**src/rtl/rom_arb_pkg.sv**
```systemverilog
// Shared constants for the ROM read arbiter: macro geometry, default read latency
// and the requester-id width helper.
package rom_arb_pkg;
    localparam int ROM_ADDR_WIDTH  = 10;
    localparam int ROM_DATA_WIDTH  = 8;
    localparam int ROM_DEPTH       = 1024;
    localparam int DEF_ROM_LATENCY = 1;

    // Never returns 0, so a degenerate single-requester build still gets a legal vector.
    function automatic int id_width(input int n);
        return (n > 1) ? $clog2(n) : 1;
    endfunction
endpackage

```
**src/rtl/rom_read_arbiter_rr.sv**
```systemverilog
// Pointer-based round-robin arbiter: one-hot grant plus encoded index.
// The scan starts at the pointer, and the pointer moves past the winner after each grant.
module rr_arbiter #(
    parameter int N  = 4,
    parameter int IW = 2
) (
    input  logic          clk,
    input  logic          reset,
    input  logic [N-1:0]  req,
    output logic [N-1:0]  gnt,
    output logic [IW-1:0] gnt_idx,
    output logic          gnt_any
);
    logic [IW-1:0] ptr;
    logic [IW-1:0] cand;

    always_comb begin
        gnt     = '0;
        gnt_idx = '0;
        gnt_any = 1'b0;
        cand    = '0;
        for (int k = 0; k < N; k++) begin
            cand = IW'((int'(ptr) + k) % N);
            if (!gnt_any && !reset && req[cand]) begin
                gnt[cand] = 1'b1;
                gnt_idx   = cand;
                gnt_any   = 1'b1;
            end
        end
    end

    always_ff @(posedge clk) begin
        if (reset)
            ptr <= '0;
        else if (gnt_any)
            ptr <= (gnt_idx == IW'(N - 1)) ? '0 : gnt_idx + 1'b1;
    end
endmodule

```
**src/rtl/rom_read_arbiter.sv**
```systemverilog
// Shares one single-port ROM macro between NUM_REQ readers: round-robin issue,
// a tag pipeline matched to the macro latency, and a registered tagged response.
module rom_read_arbiter
    import rom_arb_pkg::*;
#(
    parameter int NUM_REQ     = 4,
    parameter int ADDR_WIDTH  = ROM_ADDR_WIDTH,
    parameter int DATA_WIDTH  = ROM_DATA_WIDTH,
    parameter int ROM_LATENCY = DEF_ROM_LATENCY
) (
    input  logic                          clk,
    input  logic                          reset,
    input  logic [NUM_REQ-1:0]            req_valid,
    input  logic [NUM_REQ*ADDR_WIDTH-1:0] req_addr,
    output logic [NUM_REQ-1:0]            req_ready,
    output logic                          rsp_valid,
    output logic [id_width(NUM_REQ)-1:0]  rsp_id,
    output logic [DATA_WIDTH-1:0]         rsp_data,
    output logic                          rom_cs,
    output logic [ADDR_WIDTH-1:0]         rom_addr,
    input  logic [DATA_WIDTH-1:0]         rom_dout,
    output logic                          busy
);
    localparam int IW     = id_width(NUM_REQ);
    localparam int STAGES = ROM_LATENCY - 1;

    logic [NUM_REQ-1:0][ADDR_WIDTH-1:0] addr_arr;
    logic [IW-1:0]                      gnt_idx;
    logic                               gnt_any;
    logic [ADDR_WIDTH-1:0]              addr_q;
    logic [STAGES:0]                    vld_pipe;
    logic [STAGES:0][IW-1:0]            id_pipe;

    assign addr_arr = req_addr;

    rr_arbiter #(.N(NUM_REQ), .IW(IW)) u_arb (
        .clk     (clk),
        .reset   (reset),
        .req     (req_valid),
        .gnt     (req_ready),
        .gnt_idx (gnt_idx),
        .gnt_any (gnt_any)
    );

    // The macro samples cs/addr at the next edge, so issue is purely combinational;
    // addr_q keeps the bus quiet between reads.
    assign rom_cs   = gnt_any;
    assign rom_addr = gnt_any ? addr_arr[gnt_idx] : addr_q;

    always_ff @(posedge clk) begin
        if (reset) begin
            addr_q    <= '0;
            vld_pipe  <= '0;
            id_pipe   <= '0;
            rsp_valid <= 1'b0;
            rsp_id    <= '0;
            rsp_data  <= '0;
        end else begin
            addr_q      <= rom_addr;
            vld_pipe[0] <= gnt_any;
            id_pipe[0]  <= gnt_idx;
            for (int s = 1; s <= STAGES; s++) begin
                vld_pipe[s] <= vld_pipe[s-1];
                id_pipe[s]  <= id_pipe[s-1];
            end
            // Last stage lines up with the cycle rom_dout is valid for that tag.
            rsp_valid <= vld_pipe[STAGES];
            if (vld_pipe[STAGES]) begin
                rsp_id   <= id_pipe[STAGES];
                rsp_data <= rom_dout;
            end
        end
    end

    assign busy = (|vld_pipe) | rsp_valid;
endmodule

```
**config.mk**
```make
export PLATFORM = sky130hd
export DESIGN_NAME = rom_read_arbiter
export DESIGN_NICKNAME = d
export VERILOG_FILES = /design/src/rtl/rom_arb_pkg.sv /design/src/rtl/rom_read_arbiter_rr.sv /design/src/rtl/rom_read_arbiter.sv
export SDC_FILE = /design/constraint.sdc
export NUM_CORES = 1
export LEC_CHECK = 0
export ABC_AREA = 1
export ABC_CLOCK_PERIOD_IN_PS = 3100
export CAP_MARGIN = 20
export CORE_UTILIZATION = 38
export DETAILED_ROUTE_END_ITERATION = 6
export PLACE_DENSITY = 0.77
export SYNTH_ARGS = -nofsm -noshare
export SYNTH_HDL_FRONTEND = slang
export SYNTH_HIERARCHICAL = 1
export SYNTH_SLANG_ARGS = --single-unit
```
**constraint.sdc**
```tcl
create_clock -name clk -period 3.1 [get_ports clk]
set_input_delay 0.93 -clock clk [delete_from_list [all_inputs] [get_ports clk]]
set_output_delay 0.93 -clock clk [all_outputs]
set_load 0.03 [all_outputs]
```
==> impl_results.md <==
* Status: finished, violations left
* Violated checks: DRC, setup timing
* Non-Filler Instances at 499
* Most frequent cells in the layout: 60 x clkdlybuf4s50_1, 58 x nand2_1, 50 x inv_1
* Critical-path top delay cell: buf_4
* Rel. slew slack at approximately 78%
* Sequential area share after synthesis at around 28%
* Antenna Nets Post-Route at 0
* Pin count of the biggest net entering global routing at 25
* All-Layer GR Usage at 26.6%
* Peak supply drop at ~1.2 mV
* Overflow after GRT at 0
* Fin. Hold Viols at 0
* Max clock buf depth at 2
* CTS tree: built
* Seq cells post-synth at 26
* Clock network power share at about 5.4%
* Power density over the cells at roughly 1400 nW/µm²
* Sw Ratio at between 40% and 50%
* Clock Sinks at 26
* Crit path top cell by count: inv_2
* Placed Cells at around 460
* Final hold slack at 457 ps
* Combinational power share at between 80% and 90%
* Final period util at 113%
* Synth Net Count at 372
* Internal Power at between 2 and 3 mW
* R2R depth at 26
* Cell Chain, Critical Path: buf_8 -> nand2_4 -> nand3_4 -> nand2_4 -> nand4_1 -> buf_4 -> inv_2 -> nand2_2 -> o2111ai_4 -> inv_2 -> buf_6 -> nand3_4 -> nand3_2 -> nand2_2 -> inv_2 -> buf_6
* Hold crit path type: flip-flop to flip-flop
* Crit-path max FO at 8
* Die area at ~5100 µm²
* Final setup viols at 14
* CTS HTree Levels at 1
* Sequential share of power at 9.0%
* Post-synthesis cell type count at 21
* Mapped cell area at ~1800 µm²
* Post-layout instance area at around 3800 µm²
* Switching power at ~2.6 mW
* Port bufs at 80
* WL final at around 8.0 mm
* Final total power at roughly 5.4 mW
* Worst EP arrival at about 2600 ps
* Setup crit start kind: input port
* Gate count after technology mapping at 313
* Row count at 24
* Max Cap Violations at 0
* Io pins at 81
* First-pass GRT wire length at ~11 mm
* Diode count at 0
* Clock slew at reported path FFs at roughly 90 ps
* Vias at about 2.6k
* Vias in the first global route at about 2.5k
* Chip width at between 70 and 80 µm
* Root Buffer: clkbuf_8
* DR DRC count at 5
* RSZ-0062 raised after global routing: true
* Dpl hpwl at 4.10 mm
* Max Clock Freq at 0.287 GHz
* Starting Density at about two fifths
* Crit. End Element: primary output
* Core footprint at approximately 4500 µm²
* Vias per cell at around 5
* Total CTS buffers at 3
* DP Worst Slack at -791 ps
* Final #Nets at 507
* TNS Setup at -4050 ps
* Area grow syn2layout at 109%
* CP max stage delay at roughly 170 ps
* Crit Path Category: input port to primary output
* Leakage Power at between 1.5 and 2 nW
* Router iterations before antenna repair at 7
* Pins Over Slew Limit at 0
* Worst-Margin Slew at 326 ps
* Crit path time final at around 3500 ps
* Final worst slack at -388 ps
* Synth warnings at 6
* Crit path required time at around 2200 ps
* WL per Instance at ~16 µm
* Clk_lat worst skew at around 290 ps
* Finished Core Util at between 80% and 90%
* Placement Cell Area at around 3000 µm²
* Clk_skew at roughly 7.4 ps
* Cells on Worst Hold Path at 2
* Share of cells above drive strength 1 at between 40% and 50%
* Syn avg cell area at between 5 and 6 µm²
* Commonest non-fill, non-tap cell in the layout: clkdlybuf4s50_1
* Antenna violations before repair at 0
* Die height at between 70 and 80 µm
* Iteration-0 DRC Markers at 154
* CTS Hold Bufs at 0
* Final GP Congestion at about 0.9
==> worst max-delay path: cells and delay by family <==
family	cells	cell delay, ps
AO/OA/AOI/OAI	1	120
buffers and inverters	7	750
AND/OR/NAND/NOR	8	760
==> power groups by stage <==
| stage | sequential [mW] | combinational [mW] | clock (mW) |
|---|---|---|---|
| after floorplan | 0.553 | 1.77 | 0 |
| after global placement | 0.483 | 2.82 | 0 |
| after detailed placement | 0.488 | 2.85 | 0 |
| after CTS | 0.482 | 3.92 | 0.278 |
| after global routing | 0.499 | 4.89 | 0.310 |
| final | 0.491 | 4.66 | 0.292 |
==> logic make-up after synthesis <==
group / share of synthesized area [%]
flip-flops: 28.4
buffers and inverters: 17.2
adder cells (fa/ha/maj): 3.42
AO/OA/AOI/OAI: 6.97
AND/OR/NAND/NOR: 44.0
==> Yosys cell counts (all sizes together) <==
master	n	area share [%]
a21oi	16	4.4
buf	8	2.2
clkbuf	4	0.82
clkinv	1	0.27
dfxtp	26	28
ha	5	3.4
inv	68	14
nand2	104	22
nand3	42	13
nand4	3	1.0
nor2	17	3.9
o2111ai	1	0.48
o21ai	4	1.1
o22ai	3	1.0
or2	11	3.8
==> routing by layer <==
metal	track usage, %	part of all wire (%)	up-vias
li1	-	-	1213
met4	9.78	2.7	0
met1	31.3	39	1208
met5	0	0	-
met3	4.50	5.8	18
met2	48.5	53	127
==> registers in the layout (all words and copies together) (netlist names) <==
register,flops
rsp_data,8
vld_pipe,1
rsp_valid,1
rsp_id,2
addr_q,10
u_arb/ptr,2
id_pipe,2
==> cell type report <==
cell class	count	area, µm²
Timing Repair Buffer	142	1420
Fill cell	255	673
Sequential cell	26	526
Multi-Input combinational cell	206	1470
Tap cell	52	65.1
Clock buffer	3	41.3
Inverter	69	275
Clock inverter	1	30.0
==> worst paths after layout <==
check	end	startpoint	slack [ps]
setup reg to reg	addr_q[6]	u_arb/ptr[0]	-280
hold / removal	rsp_id[1]	id_pipe[1]	460
hold reg to reg	rsp_id[1]	id_pipe[1]	460
setup / recovery	rom_addr[5]	req_valid[3]	-390
==> timing repair <==
| item | 4_1_cts | 5_1_grt |
|---|---|---|
| setup endpoints to repair | 15 | 17 |
| hold endpoints to repair | 0 | 0 |
| pin swaps | 42 | 19 |
| cloned | 1 | 1 |
| gates resized for setup | 100 | 61 |
| buffers inserted | 31 | 3 |
No activity file was read; power rests on OpenSTA's default activity.
